[src/rtl/cpu_sequencer.sv]
// rtl/cpu_sequencer.sv - 6502 T-state sequencer: cycle counter, instruction length and per-cycle strobes
//
// Tracks the cycle index of the instruction in flight and drives the datapath
// strobes that are gated with it.
//
// Ports:
//   clk, rst_n    clock, asynchronous active-low reset
//   rdy           memory ready; low freezes all sequencer state for the cycle
//   adr_mode      decoder addressing mode (ADR_* codes below), valid from T1
//   to_mem        decoder store flag
//   page_cross    carry out of the effective-address low-byte add
//   branch_taken  branch condition true
//   t             current cycle index, 0 = opcode fetch
//   ir_load       latch opcode into IR at end of cycle
//   pc_inc        increment PC at end of cycle
//   write_cycle   this cycle is a bus write
//   last_cycle    final cycle of the instruction
//   jam           invalid opcode, CPU halted until reset
module cpu_sequencer #(
    parameter int T_W = 3
) (
    input  logic           clk,
    input  logic           rst_n,
    input  logic           rdy,
    input  logic [4:0]     adr_mode,
    input  logic           to_mem,
    input  logic           page_cross,
    input  logic           branch_taken,
    output logic [T_W-1:0] t,
    output logic           ir_load,
    output logic           pc_inc,
    output logic           write_cycle,
    output logic           last_cycle,
    output logic           jam
);

    localparam logic [4:0] ADR_IMPL      = 5'd0;
    localparam logic [4:0] ADR_ACCUM     = 5'd1;
    localparam logic [4:0] ADR_IMM       = 5'd2;
    localparam logic [4:0] ADR_REL       = 5'd3;
    localparam logic [4:0] ADR_ZPG       = 5'd4;
    localparam logic [4:0] ADR_ABS_JMP   = 5'd5;
    localparam logic [4:0] ADR_STACK_PH  = 5'd6;
    localparam logic [4:0] ADR_ZPG_X_Y   = 5'd7;
    localparam logic [4:0] ADR_ABS       = 5'd8;
    localparam logic [4:0] ADR_ABS_X_Y   = 5'd9;
    localparam logic [4:0] ADR_STACK_PL  = 5'd10;
    localparam logic [4:0] ADR_ZPG_IND_Y = 5'd11;
    localparam logic [4:0] ADR_ABS_IND   = 5'd12;
    localparam logic [4:0] ADR_ZPG_RMW   = 5'd13;
    localparam logic [4:0] ADR_ABS_X_IND = 5'd14;
    localparam logic [4:0] ADR_ZPG_X_RMW = 5'd15;
    localparam logic [4:0] ADR_ABS_RMW   = 5'd16;
    localparam logic [4:0] ADR_ABS_JSR   = 5'd17;
    localparam logic [4:0] ADR_STACK_RTS = 5'd18;
    localparam logic [4:0] ADR_STACK_RTI = 5'd19;
    localparam logic [4:0] ADR_ABS_X_RMW = 5'd20;
    localparam logic [4:0] ADR_STACK_BRK = 5'd21;
    // 22 (ADR_INVAL) and every higher code halt the CPU.

    logic [T_W-1:0] t_q, t_d;
    logic [T_W-1:0] len_q, len_d;
    logic           jam_q, jam_d;

    logic [3:0]     base_len;
    logic           pc_t1, pc_t2, is_rmw, is_inval;
    logic [3:0]     len_sum;
    logic [T_W-1:0] len_eff;
    logic           inval_t1;

    // Per-mode base length and PC-increment profile.
    always_comb begin
        base_len = 4'd2;
        pc_t1    = 1'b1;
        pc_t2    = 1'b0;
        is_rmw   = 1'b0;
        is_inval = 1'b0;
        case (adr_mode)
            ADR_IMPL, ADR_ACCUM:                  begin base_len = 4'd2; pc_t1 = 1'b0; end
            ADR_IMM, ADR_REL:                     base_len = 4'd2;
            ADR_ZPG:                              base_len = 4'd3;
            ADR_ABS_JMP:                          begin base_len = 4'd3; pc_t2 = 1'b1; end
            ADR_STACK_PH:                         begin base_len = 4'd3; pc_t1 = 1'b0; end
            ADR_ZPG_X_Y:                          base_len = 4'd4;
            ADR_ABS, ADR_ABS_X_Y:                 begin base_len = 4'd4; pc_t2 = 1'b1; end
            ADR_STACK_PL:                         begin base_len = 4'd4; pc_t1 = 1'b0; end
            ADR_ZPG_IND_Y:                        base_len = 4'd5;
            ADR_ABS_IND:                          begin base_len = 4'd5; pc_t2 = 1'b1; end
            ADR_ZPG_RMW:                          begin base_len = 4'd5; is_rmw = 1'b1; end
            ADR_ABS_X_IND, ADR_ABS_JSR:           base_len = 4'd6;
            ADR_ZPG_X_RMW:                        begin base_len = 4'd6; is_rmw = 1'b1; end
            ADR_ABS_RMW:                          begin base_len = 4'd6; is_rmw = 1'b1; pc_t2 = 1'b1; end
            ADR_STACK_RTS, ADR_STACK_RTI:         begin base_len = 4'd6; pc_t1 = 1'b0; end
            ADR_ABS_X_RMW:                        begin base_len = 4'd7; is_rmw = 1'b1; pc_t2 = 1'b1; end
            ADR_STACK_BRK:                        begin base_len = 4'd7; pc_t1 = 1'b0; end
            default:                              is_inval = 1'b1;
        endcase
    end

    // Effective length for this cycle: the registered length plus any extension
    // sampled in this cycle, so last_cycle already reflects it. Inputs are live,
    // so a stalled sampling cycle effectively samples on the edge that leaves it.
    always_comb begin
        len_sum = {1'b0, 3'(len_q)};
        if (t_q == T_W'(1)) begin
            len_sum = base_len + {3'b0, (adr_mode == ADR_REL) & branch_taken};
        end else if (t_q == T_W'(2)) begin
            len_sum = {1'b0, 3'(len_q)}
                    + {3'b0, ((adr_mode == ADR_ABS_X_Y) & (page_cross | to_mem))
                           | ((adr_mode == ADR_REL) & page_cross)};
        end else if (t_q == T_W'(3)) begin
            len_sum = {1'b0, 3'(len_q)}
                    + {3'b0, (adr_mode == ADR_ZPG_IND_Y) & (page_cross | to_mem)};
        end
        len_eff = (len_sum > 4'd7) ? T_W'(7) : T_W'(len_sum);
    end

    always_comb begin
        inval_t1   = (t_q == T_W'(1)) & is_inval & ~jam_q;
        last_cycle = ~jam_q & ~inval_t1 & (t_q != '0) & (t_q == len_eff - T_W'(1));

        t_d   = t_q;
        len_d = len_q;
        jam_d = jam_q;
        if (rdy && !jam_q) begin
            len_d = len_eff;
            if (inval_t1) begin
                jam_d = 1'b1;
            end else if (last_cycle || t_q >= T_W'(6)) begin
                t_d = '0;
            end else begin
                t_d = t_q + T_W'(1);
            end
        end

        ir_load = rdy & ~jam_q & (t_q == '0);
        pc_inc  = rdy & ~jam_q & ((t_q == '0)
                                | ((t_q == T_W'(1)) & pc_t1)
                                | ((t_q == T_W'(2)) & pc_t2));

        // RMW: dummy write of the unmodified value, then the real write.
        write_cycle = ~jam_q & (t_q != '0) & (
                          (to_mem & last_cycle)
                        | (is_rmw & ((t_q == len_eff - T_W'(1)) | (t_q == len_eff - T_W'(2))))
                        | ((adr_mode == ADR_STACK_PH)  & (t_q == T_W'(2)))
                        | ((adr_mode == ADR_ABS_JSR)   & ((t_q == T_W'(3)) | (t_q == T_W'(4))))
                        | ((adr_mode == ADR_STACK_BRK) & (t_q >= T_W'(2)) & (t_q <= T_W'(4))));

        t   = t_q;
        jam = jam_q;
    end

    always_ff @(posedge clk or negedge rst_n) begin
        if (!rst_n) begin
            t_q   <= '0;
            len_q <= T_W'(2);
            jam_q <= 1'b0;
        end else begin
            t_q   <= t_d;
            len_q <= len_d;
            jam_q <= jam_d;
        end
    end

endmodule

[config.mk]
export PLATFORM = sky130hd
export DESIGN_NAME = cpu_sequencer
export DESIGN_NICKNAME = d
export VERILOG_FILES = /design/src/rtl/cpu_sequencer.sv
export SDC_FILE = /design/constraint.sdc
export NUM_CORES = 1
export LEC_CHECK = 0
export CAP_MARGIN = 30
export CORE_ASPECT_RATIO = 1.2
export CORE_MARGIN = 2
export CORE_UTILIZATION = 49
export DETAILED_ROUTE_END_ITERATION = 12
export PLACE_DENSITY = 0.76
export SETUP_SLACK_MARGIN = 0.1
export SLEW_MARGIN = 25
export SYNTH_ARGS = -nofsm -noshare
export SYNTH_HDL_FRONTEND = slang
export SYNTH_SLANG_ARGS = --single-unit
[constraint.sdc]
create_clock -name clk -period 3.8 [get_ports clk]
set_clock_uncertainty 0.15 [all_clocks]
set_input_delay 0.38 -clock clk [delete_from_list [all_inputs] [get_ports clk]]
set_output_delay 0.38 -clock clk [all_outputs]
set_load 0.02 [all_outputs]
== After elaboration in Yosys (flattened, before gate mapping) ==
Index checks and enable logic that the tools add are counted.
Widths: inputs -> output; s select.

* Bitwise operators: 34
* Add/subtract/negate cells: 6
* Reduce and logical (&&, ||, !) cells: 17
* Eq/ne operators: 27
* Order comparisons: 4
* Mux-type cells: 10

{| class="wikitable"
|+ Operator list
! operator !! number
|-
| $eq 5x4->1 const B || 8
|-
| $eq 5x5->1 const B || 6
|-
| $and 1x1->1 || 22
|-
| $reduce_or 22->1 || 1
|-
| $eq 5x3->1 const B || 4
|-
| $pmux 3 s5 || 1
|-
| $mux 4 || 3
|-
| $reduce_or 6->1 || 2
|-
| $eq 5x2->1 const B || 2
|-
| $or 1x1->1 || 10
|-
| $add 3x1->4 || 2
|-
| $reduce_or 4->1 || 2
|-
| $reduce_or 7->1 || 1
|-
| $eq 3x2->1 const B || 2
|-
| $eq 3x3->1 || 2
|-
| $mux 3 || 2
|-
| $reduce_or 3->1 || 2
|-
| $eq 5x1->1 const B || 1
|-
| $logic_not 5->1 || 1
|-
| $add 4x1->4 || 1
|-
| $gt 4x3->1 const B || 1
|-
| $mux 1 || 4
|-
| $reduce_and 2->1 || 2
|-
| $add 3x1->3 const B || 1
|-
| 14 further kinds || 15
|}

* Bits in registers: 7
* Input bits: 11

== Depth between registers and ports, before layout ==
Gate-level depths: netlist of run 1.

* Depth after elaboration: 17
* Gate-level depth with buffers: 16
* Mapped depth without buffers: 15

== Least setup slack after synthesis of run 1 ==
Ideal clock, no wire load.

* Kind: in2out
* Start: in adr_mode[3]
* End: out write_cycle
* Stages on the path: 16
* Path buffers: 2
* Data required time: 3.270 ns
* Path slack: -0.483 ns
* Data arrival time: 3.753 ns
* Cell sequence: clkbuf_1 -> clkbuf_1 -> nand3b_1 -> o21ai_0 -> and3_1 -> ha_1 -> ha_1 -> or3_2 -> o211ai_1 -> nor2b_1 -> ha_1 -> xor2_1 -> o21ai_0 -> o31ai_1 -> a221oi_1 -> o32ai_1

* Cells in the longest elaborated chain, start to end: 17

{| class="wikitable"
|+ RTL lines
! item !! line !! text
|-
| from (decl) || 25 || <nowiki>input logic [4:0] adr_mode,</nowiki>
|-
| branches (longest 15 deep; another with $add 4x1->4) || n/a ||
|-
| $or 1x1->1 (*) || 147 || <nowiki>| ((adr_mode == ADR_STACK_BRK) & (t_q >= T_W'(2)) & (t_q <= T_W'(4))));</nowiki>
|-
| $and 1x1->1 (*) || 142 || <nowiki>write_cycle = ~jam_q & (t_q != '0) & (</nowiki>
|-
| to (decl) || 32 || <nowiki>output logic write_cycle,</nowiki>
|}

Mark *: on every way between the ends.

== Worst setup path in the final report of run 1 ==
* Start: in to_mem
* End: out write_cycle

* Cells in the longest elaborated chain, start to end: 17

{| class="wikitable"
|+ RTL lines
! item !! line !! text
|-
| from (decl) || 26 || <nowiki>input logic to_mem,</nowiki>
|-
| $or 1x1->1 || 109, 113 ||
|-
| $and 1x1->1 (on tied branches) || 113, 109 ||
|-
| $add 3x1->4 / $or 1x1->1 (equally long branches) || 113, 110 ||
|-
| $mux 4 / $add 3x1->4 (equally long branches) || 111, 109 ||
|-
| $mux 4 || 107 || <nowiki>end else if (t_q == T_W'(2)) begin</nowiki>
|-
| $mux 4 || 105 || <nowiki>if (t_q == T_W'(1)) begin</nowiki>
|-
| $gt 4x3->1 || 115 || <nowiki>len_eff = (len_sum > 4'd7) ? T_W'(7) : T_W'(len_sum);</nowiki>
|-
| $mux 3 || 115 ||
|-
| $sub 3x1->3 / $sub 3x2->3 (equally long branches) || 120, 144 ||
|-
| $eq 3x3->1 (on tied branches) || 120, 144 ||
|-
| $and 1x1->1 / $or 1x1->1 (equally long branches) || 120, 144 ||
|-
| $and 1x1->1 (on tied branches) || 143, 144 ||
|-
| $or 1x1->1 (*) || 144 || <nowiki>| (is_rmw & ((t_q == len_eff - T_W'(1)) | (t_q == len_eff - T_W'(2))))</nowiki>
|-
| $or 1x1->1 (*) || 145 || <nowiki>| ((adr_mode == ADR_STACK_PH) & (t_q == T_W'(2)))</nowiki>
|-
| $or 1x1->1 (*) || 146 || <nowiki>| ((adr_mode == ADR_ABS_JSR) & ((t_q == T_W'(3)) | (t_q == T_W'(4))))</nowiki>
|-
| $or 1x1->1 (*) || 147 ||
|-
| $and 1x1->1 (*) || 142 ||
|}

Mark *: on every way between the ends. The rest lies on a longest branch, timed or not.

==> flow_summary.yaml, run 1 <==
clocking:
  h-tree-depth: 1
  cts_buffers: 3
  clock-sinks: 7
  clock_latency_ns: 0.26
  cts_tree: "built"
  clk_pin_slew_worst_paths_ns: 0.05
  clockRootBuffer: "clkbuf_4"
  clock_path_buffers: 2
  hold_buffers: 0
place:
  portBuffers: 18
  placed_area_mm2: 0.00180
  hpwl_um: 3310
  placed_cells: 252
  gp_congestion: 0.931
critical_path:
  path_max_fanout: 3
  startpoint_type: "input port"
  critPathRequiredTime_ns: 3.27
  r2r-start: "t[0]$_DFFE_PN0P_"
  critical_path_class: "input port to output port"
  end_kind: "output port"
  r2r-end: "t[2]$_DFFE_PN0P_"
  r2r_cells: 12
  reg2reg_slack_ns: 0.66
  arrival_ns: 3.14
global_routing:
  grt_use_met2_pct: 55.5
  overflow: 0
  antenna_found_initial: 0
  track_usage_pct: 31.5
  grtUsageMet3_pct: 4.29
  met1_usage_pct: 36.7
  grt_pass1_wl_um: 7070
  grt_pass1_vias: 1558
  gr-max-usage-layer: "met2"
  grt_max_degree: 14
pwr:
  peakVddDrop_mv: 0.890
  clockPowerShare_pct: 4.6
  p_switching_mw: 0.758
  swShare_pct: 48.7
  powerDensity_mw_per_mm2: 791
  seq_power_share_pct: 10.2
  power.total_mw: 1.56
  pwr-share-comb_pct: 85.2
  p_leak_nw: 0.872
  p_int_mw: 0.800
sta:
  slew_headroom_pct: 60.7
  hold_viol: 0
  tightestPinTransition_ns: 0.573
  drv_slew: 0
  setup_violations: 0
  rsz0062_at_grt: "yes"
  period_minus_slack_ns: 3.67
  tns_ns: 0
  fmax_mhz: 273
  period_share_pct: 96.6
worst_hold_path:
  min_path_type: "input port to asynchronous set/reset pin"
layout:
  syn2layout_area_growth_pct: 57.7
  n_antenna_cell: 0
  post_route_cells_drive_above_1_share_pct: 42.5
  n_fill_cell: 179
  finalNetCount: 251
  utilization_pct: 79.5
  fin_cells: 261
  multi_input_area_mm2: 0.00115
  regArea_um2: 176
  design_area_mm2: 0.00197
floorplanning:
  rows: 20
  dieArea_mm2: 0.00297
  die_w_um: 50.1
  initial_utilization_pct: 50.5
  core_mm2: 0.00248
  dieHeight_um: 59.3
  pin_count: 19
yosys:
  synth_edf_count: 0
  syn_area_mm2: 0.00125
  syn_inst: 168
  synthArstFlopShare_pct: 100
  yosysTopAreaCell: "dfrtp_1"
  synth_compound_area_share_pct: 24.0
  synth_top_family_by_area: "simple AND/OR/NAND/NOR gates"
  synth_xor_xnor_area_share_pct: 3.50
  ys_seq_area_share_pct: 14.1
  synth_nets: 190
  synth_top_area_share_pct: 12.0
  synth_common_cells: "nand2_1, nor2_1, ha_1"
  ys_top_cells_by_area: "dfrtp_1, ha_1, mux2i_1"
  synth_most_common_cell: "nand2_1"
  synth.avg_cell_area_um2: 7.44
  ys_seq_elements: 7
  synth_adder_area_share_pct: 11.0
  yosysWarnings: 0
  synth-main-ff-cell: "dfrtp_1"
  ys_types: 48
  muxShareOfSynthArea_pct: 9.91
  synth_simple_gate_area_share_pct: 29.6
job:
  cap_violations: 0
routing:
  drtAntennaViolNets: 0
  drt-total-wl_um: 4240
  vias_per_cell: 5.73
  first_iter_violations: 54
  vias: 1496
  wl_per_cell_um: 16.2
  drt-pass1-iter-count: 4
  drt_drc_violations_left: 0
run_status:
  status: "completed"
[final cells by class]
type                            instances  share of cell area (%)
Tap cell                               33                    2.10
Sequential cell                         7                    8.95
Timing Repair Buffer                   68                    27.5
Multi-Input combinational cell        140                    58.4
Inverter                                9                    1.71
Clock buffer                            4                    1.33
[worst max-delay path, cell delays in order]
cell and delay, ns:
buf_2 0.12, o21ai_2 0.16, o21ai_1 0.10, and3_1 0.19, ha_2 0.19, ha_4 0.21, or3_4 0.31, o211ai_1 0.12
nor2b_4 0.23, ha_4 0.22, xor2_2 0.15, o21ai_2 0.12, nor2_1 0.09, a221oi_2 0.29, o32ai_2 0.11, buf_4 0.17
[cell usage in the layout, fill, tap and decap left out, types with 5 or more instances in the layout]
cell type and instances:
a21oi_1 6, a31oi_1 5, and2_1 5, buf_4 49, clkdlybuf4s50_1 9, dfrtp_1 6
ha_1 6, inv_1 9, mux2i_1 8, nand2_1 16, nand2b_1 6, nor2_1 12
o21ai_0 6, o31ai_1 5
[worst max path at each step]
stage | slack (ns) | to | start | cells past startpoint
after detailed placement | -0.89 | write_cycle | adr_mode[2] | 18
after floorplan | 0.12 | write_cycle | adr_mode[3] | 16
final | 0.13 | write_cycle | to_mem | 16
after global placement | -0.73 | last_cycle | adr_mode[3] | 15
after CTS | 0.10 | write_cycle | adr_mode[4] | 18
after global routing | -0.01 | write_cycle | to_mem | 16
[power groups by stage]
| stage | clock network [mW] | registers [mW] | logic, mW |
|---|---|---|---|
| after global placement | 0 | 0.157 | 1.10 |
| after detailed placement | 0 | 0.159 | 1.15 |
| final | 0.0709 | 0.159 | 1.33 |
| after global routing | 0.0778 | 0.167 | 1.43 |
| after floorplan | 0 | 0.170 | 0.686 |
| after CTS | 0.0734 | 0.158 | 1.30 |
[timing repair]
item                       4_1_cts  5_1_grt
gates resized for setup         60        6
gates cloned                     0        0
setup endpoints to repair        3        2
setup buffers                    5        0
pin swaps                       15       12
[logic make-up after synthesis]
logic type | Yosys count
AO/OA/AOI/OAI | 42
XOR/XNOR | 5
adder cells (fa/ha/maj) | 11
buffers and inverters | 21
flip-flops | 7
multiplexers | 12
AND/OR/NAND/NOR | 70
[routing by layer]
metal,part of all wire [%],wire length [um],vias up
met5,0,0,-
met4,3.4,142,0
met3,3.9,166,14
met2,52,2210,47
met1,41,1720,704
li1,-,-,731
[state kept, by name, indices dropped and copies added (netlist names)]
name   count
len_q      3
t          3
jam        1
[per-stage QoR]
step | worst slack [ns] | hold slack (ns)
after floorplan | 0.119 | -0.0656
after global placement | -0.733 | 0.367
after detailed placement | -0.893 | 0.381
after CTS | 0.103 | 0.240
after global routing | -0.0120 | 0.262
final | 0.131 | 0.242
Power figures use the tool's default switching activity.
==> run 2: changes to the inputs <==
--- a/config.mk
+++ b/config.mk
@@ -12,7 +12,7 @@
 export DETAILED_ROUTE_END_ITERATION = 12
 export PLACE_DENSITY = 0.76
 export SETUP_SLACK_MARGIN = 0.1
-export SLEW_MARGIN = 25
+export SLEW_MARGIN = 40
 export SYNTH_ARGS = -nofsm -noshare
 export SYNTH_HDL_FRONTEND = slang
 export SYNTH_SLANG_ARGS = --single-unit
==> constraint.sdc (replaced) <==
create_clock -name clk -period 3.8 [get_ports clk]
set_clock_uncertainty 0.15 [all_clocks]
set_input_delay 0.57 -clock clk [delete_from_list [all_inputs] [get_ports clk]]
set_output_delay 0.57 -clock clk [all_outputs]
set_load 0.02 [all_outputs]
==> run 2 against run 1 <==
Compared with the run above: first-iteration DRC count increased by 28%; highest routed layer unchanged; register-to-register slack got worse by 0.10 ns; sequential cell count unchanged; sequential share of layout area shrank 0.47 points; worst setup slack got worse by 0.30 ns; core utilization up 4.4 points; non-clock buffer count grew 8; final area up 5.5%; clock power is 1% lower; die area is the same; sequential power about the same; the flow now finishes with violations (negative setup slack).
==> flow_summary.yaml, run 2 (synthesis gave the netlist of run 1 again) <==
run_status:
  status: "finished with violations"
  violations: "negative setup slack"
floorplanning:
  rows: 20
  core_mm2: 0.00248
  dieArea_mm2: 0.00297
  pin_count: 19
  die_w_um: 50.1
  dieHeight_um: 59.3
  initial_utilization_pct: 50.5
pwr:
  clockPowerShare_pct: 4.2
  seq_power_share_pct: 9.6
  p_switching_mw: 0.784
  swShare_pct: 47.1
  p_int_mw: 0.882
  pwr-share-comb_pct: 86.2
  peakVddDrop_mv: 0.933
  powerDensity_mw_per_mm2: 801
  p_leak_nw: 0.927
clocking:
  h-tree-depth: 1
  clock_path_buffers: 2
  cts_buffers: 3
  clock_latency_ns: 0.25
  clock-sinks: 7
  cts_tree: "built"
  clockRootBuffer: "clkbuf_4"
  clk_pin_slew_worst_paths_ns: 0.05
sta:
  slew_headroom_pct: 64.6
  setup_ws_ns: -0.168
  setup_violations: 2
  drv_slew: 0
  rsz0062_at_grt: "yes"
  hold_viol: 0
  period_minus_slack_ns: 3.97
  period_share_pct: 104
  tightestPinTransition_ns: 0.517
  fmax_mhz: 252
global_routing:
  grt_pass1_wl_um: 7410
  grt_max_degree: 13
  grt_pass1_vias: 1634
  antenna_found_initial: 0
  overflow: 0
  track_usage_pct: 32.7
critical_path:
  end_kind: "output port"
  path_max_fanout: 3
  r2r-start: "t[0]$_DFFE_PN0P_"
  cp_common_cell: "ha_4"
  startpoint: "page_cross"
  crit_slowest_cell: "or3_4"
  startpoint_type: "input port"
  critical_path_class: "input port to output port"
  cpPeakStageDelay_ns: 0.33
  critPathRequiredTime_ns: 3.08
  arrival_ns: 3.25
  crit_chain: "buf_6, o21ai_4, o21ai_1, and3_4, ha_4, ha_4, or3_4, o211ai_1, nor2b_4, ha_4, xor2_2, o21ai_2, nor2_1, a221oi_2, o32ai_2, buf_4"
routing:
  vias: 1574
  first_iter_violations: 69
  drt-pass1-iter-count: 4
  drt_drc_violations_left: 0
  wl_per_cell_um: 16.9
  drtAntennaViolNets: 0
  drt-total-wl_um: 4540
  vias_per_cell: 5.85
worst_hold_path:
  min_path_type: "flip-flop to flip-flop"
  hold_path_startpoint: "len_q[1]$_DFFE_PN1P_"
place:
  placed_cells: 256
  hpwl_um: 3290
  placed_area_mm2: 0.00183
  gp_congestion: 0.959
  pre_cts_ws_ns: -1.25
  portBuffers: 18
layout:
  n_antenna_cell: 0
  post_route_cells_drive_above_1_share_pct: 46.6
  design_area_mm2: 0.00208
  finalNetCount: 259
  fin_cells: 269
  n_fill_cell: 162
  syn2layout_area_growth_pct: 66.4
  utilization_pct: 83.9
  most-common-layout-cells: "buf_4, nand2_1, nor2_1"
  layout_commonest_cell: "buf_4"
job:
  cap_violations: 0
[run 2: worst paths after layout]
| path | end | slack [ns] | cells past startpoint |
|---|---|---|---|
| hold / removal | len_q[1]$_DFFE_PN1P_ | 0.40 | 2 |
| max in group asynchronous | len_q[1]$_DFFE_PN1P_ | 2.75 | 1 |
| hold reg to reg | len_q[1]$_DFFE_PN1P_ | 0.40 | 2 |
| setup / recovery | write_cycle | -0.17 | 16 |
| setup reg to reg | t[2]$_DFFE_PN0P_ | 0.56 | 13 |
| min in group asynchronous | t[1]$_DFFE_PN0P_ | 0.44 | 1 |
[run 2: worst max-delay path, delay by kind of cell]
kind | cells | cell delay [ns]
simple gates | 4 | 0.81
fa+ha+maj | 3 | 0.58
compound gates | 6 | 0.87
buf+inv | 2 | 0.27
xor+xnor | 1 | 0.15
[run 2: per-layer routing]
metal | GRT usage (%) | vias up | wire length [um]
met1 | 37.0 | 759 | 1820
met4 | 16.7 | 0 | 132
met5 | 0 | - | 0
li1 | - | 751 | -
met2 | 59.0 | 52 | 2380
met3 | 4.80 | 12 | 205
[run 2: power by group through the flow]
stage / sequential [mW] / combinational [mW] / clock [mW]
after CTS: 0.157 / 1.38 / 0.0701
after floorplan: 0.170 / 0.701 / 0
after detailed placement: 0.156 / 1.16 / 0
after global placement: 0.152 / 1.13 / 0
final: 0.161 / 1.44 / 0.0700
after global routing: 0.167 / 1.55 / 0.0724
[run 2: timing repair]
item,4_1_cts,5_1_grt
endpoints found under the setup margin,5,2
gates resized for setup,68,12
hold buffers,0,0
setup buffers,8,1
pin swaps,15,12
[run 2: metrics by stage]
step / total power, mW / hold WS [ns] / setup TNS, ns
after floorplan: 0.871 / 0.124 / -0.447
after global placement: 1.28 / 0.369 / -2.83
after detailed placement: 1.31 / 0.369 / -3.19
after CTS: 1.61 / 0.378 / -0.263
after global routing: 1.79 / 0.437 / -0.500
final: 1.67 / 0.396 / -0.268
[run 2: cell type report]
| type | count | area [um2] | area share, % |
|---|---|---|---|
| clock buffers | 4 | 26.3 | 1.26 |
| inverters | 9 | 33.8 | 1.62 |
| multi-input cells | 140 | 1180 | 56.6 |
| flip-flops and latches | 7 | 176 | 8.48 |
| well taps | 33 | 41.3 | 1.99 |
| repair buffers | 76 | 624 | 30.0 |
==> run 3: changes to the inputs <==
--- a/config.mk
+++ b/config.mk
@@ -12,6 +12,7 @@
 export DETAILED_ROUTE_END_ITERATION = 12
 export PLACE_DENSITY = 0.76
 export SETUP_SLACK_MARGIN = 0.1
+export SKIP_CTS_REPAIR_TIMING = 1
 export SLEW_MARGIN = 40
 export SYNTH_ARGS = -nofsm -noshare
 export SYNTH_HDL_FRONTEND = slang
==> run 3 against run 2 <==
Compared with the run above: the run still ends with negative setup slack left; core utilization is 0.56 points lower; hold slack worse by 0.022 ns; worst setup slack got worse by 0.070 ns; cell count decreased by 1.1%; sequential power hardly changed; fmax shrank 1.7%; wire length up 2.6%; via count is 0.89% higher; highest routed layer unchanged; sequential cell count did not move; die area unchanged; register-to-register slack better by 0.02 ns; first-iteration DRC count is 1.4% higher.
==> flow_summary.yaml, run 3 (synthesis gave the netlist of run 1 again) <==
critical_path:
  path_max_fanout: 5
  arrival_ns: 3.32
  critPathRequiredTime_ns: 3.08
  critical_path_class: "input port to output port"
  startpoint: "page_cross"
  startpoint_type: "input port"
  end_kind: "output port"
  r2r-start: "t[0]$_DFFE_PN0P_"
layout:
  regArea_um2: 176
  n_fill_cell: 159
  n_antenna_cell: 0
  finalNetCount: 256
  layout_commonest_cell: "buf_4"
  fin_cells: 266
  utilization_pct: 83.4
  multi_input_area_mm2: 0.00118
  syn2layout_area_growth_pct: 65.3
  most-common-layout-cells: "buf_4, nand2_1, nor2_1"
  post_route_cells_drive_above_1_share_pct: 45.1
floorplanning:
  dieArea_mm2: 0.00297
  dieHeight_um: 59.3
  pin_count: 19
  core_mm2: 0.00248
  initial_utilization_pct: 50.5
  rows: 20
  die_w_um: 50.1
pwr:
  powerDensity_mw_per_mm2: 822
  p_leak_nw: 0.918
  peakVddDrop_mv: 0.933
global_routing:
  grt_pass1_vias: 1524
  met1_usage_pct: 34.9
  gr-max-usage-layer: "met2"
  grtUsageMet3_pct: 2.02
  grt_max_degree: 13
  grt_use_met2_pct: 54.3
  grt_pass1_wl_um: 6620
  track_usage_pct: 28.9
  overflow: 0
  antenna_found_initial: 0
worst_hold_path:
  hold_path_startpoint: "len_q[1]$_DFFE_PN1P_"
  min_path_type: "flip-flop to flip-flop"
routing:
  wl_per_cell_um: 17.5
  vias_per_cell: 5.97
  drtAntennaViolNets: 0
  first_iter_violations: 70
  vias: 1588
  drt-total-wl_um: 4660
  drt_drc_violations_left: 0
  drt-pass1-iter-count: 4
sta:
  setup_violations: 2
  setup_ws_ns: -0.238
  hold_viol: 0
  period_minus_slack_ns: 4.04
  slew_headroom_pct: 61.6
  period_share_pct: 106
  fmax_mhz: 248
  tightestPinTransition_ns: 0.560
  rsz0062_at_grt: "yes"
  tns_ns: -0.415
  drv_slew: 0
clocking:
  clock-sinks: 7
  clockRootBuffer: "clkbuf_4"
  clock_path_buffers: 2
  clock_latency_ns: 0.25
  clk_pin_slew_worst_paths_ns: 0.05
  h-tree-depth: 1
  cts_tree: "built"
  cts_buffers: 3
run_status:
  violations: "negative setup slack"
  status: "finished with violations"
place:
  placed_cells: 256
  pre_cts_ws_ns: -1.25
  hpwl_um: 3290
  gp_congestion: 0.959
  portBuffers: 18
job:
  cap_violations: 0
[run 3: cell count changes in the layout (fill, tap and decap cells not counted), moves of 2 or more]
cell	previous run	this run
xor2_2	2	0
xor2_4	0	2
buf_2	2	0
buf_4	56	53
[run 3: area by class of cell]
class                           count  area share, %
Inverter                            9           1.64
Timing Repair Buffer               73           29.4
Tap cell                           33           2.00
Sequential cell                     7           8.54
Clock buffer                        4           1.27
Multi-Input combinational cell    140           57.1
[run 3: routing by layer]
layer	routed length, um	vias up	share of wire [%]
li1	-	745	-
met1	1860	782	40
met2	2570	53	55
met3	142	8	3.0
met4	89	0	1.9
met5	0	-	0
[run 3: critical path, cell delays in order]
cell      delay [ns]
buf_6           0.10
o21ai_2         0.14
o21ai_1         0.08
and3_4          0.18
ha_4            0.16
ha_4            0.21
or3_4           0.33
o211ai_1        0.17
nor2b_4         0.25
ha_4            0.21
xnor2_4         0.16
nand3_2         0.11
o31ai_2         0.28
a221oi_2        0.07
o32ai_2         0.13
buf_4           0.18
[run 3: path summary, 6_finish.rpt]
| path | end | slack [ns] | cells past startpoint |
|---|---|---|---|
| worst max-delay path | write_cycle | -0.24 | 16 |
| worst min-delay path | len_q[1]$_DFFE_PN1P_ | 0.37 | 2 |
| worst max register to register | t[2]$_DFFE_PN0P_ | 0.58 | 12 |
| worst min register to register | len_q[1]$_DFFE_PN1P_ | 0.37 | 2 |
| max in group asynchronous | len_q[1]$_DFFE_PN1P_ | 2.77 | 1 |
| min in group asynchronous | t[1]$_DFFE_PN0P_ | 0.43 | 1 |
[run 3: metrics by stage]
stage	hold WS (ns)	instance area (um2)	total power, mW
4_1_cts	0.376	1860	1.39
3_5_place_dp	0.369	1830	1.31
6_report	0.374	2070	1.70
3_3_place_gp	0.369	1830	1.28
2_1_floorplan	0.124	1340	0.871
5_1_grt	0.439	2070	1.80
[run 3: where the power goes]
| part | internal, mW | total, mW | leakage [nW] | switching (mW) |
|---|---|---|---|---|
| registers | 0.114 | 0.158 | 0.0829 | 0.0449 |
| clock network | 0.0401 | 0.0685 | 0.0150 | 0.0284 |
| logic | 0.727 | 1.47 | 0.820 | 0.745 |
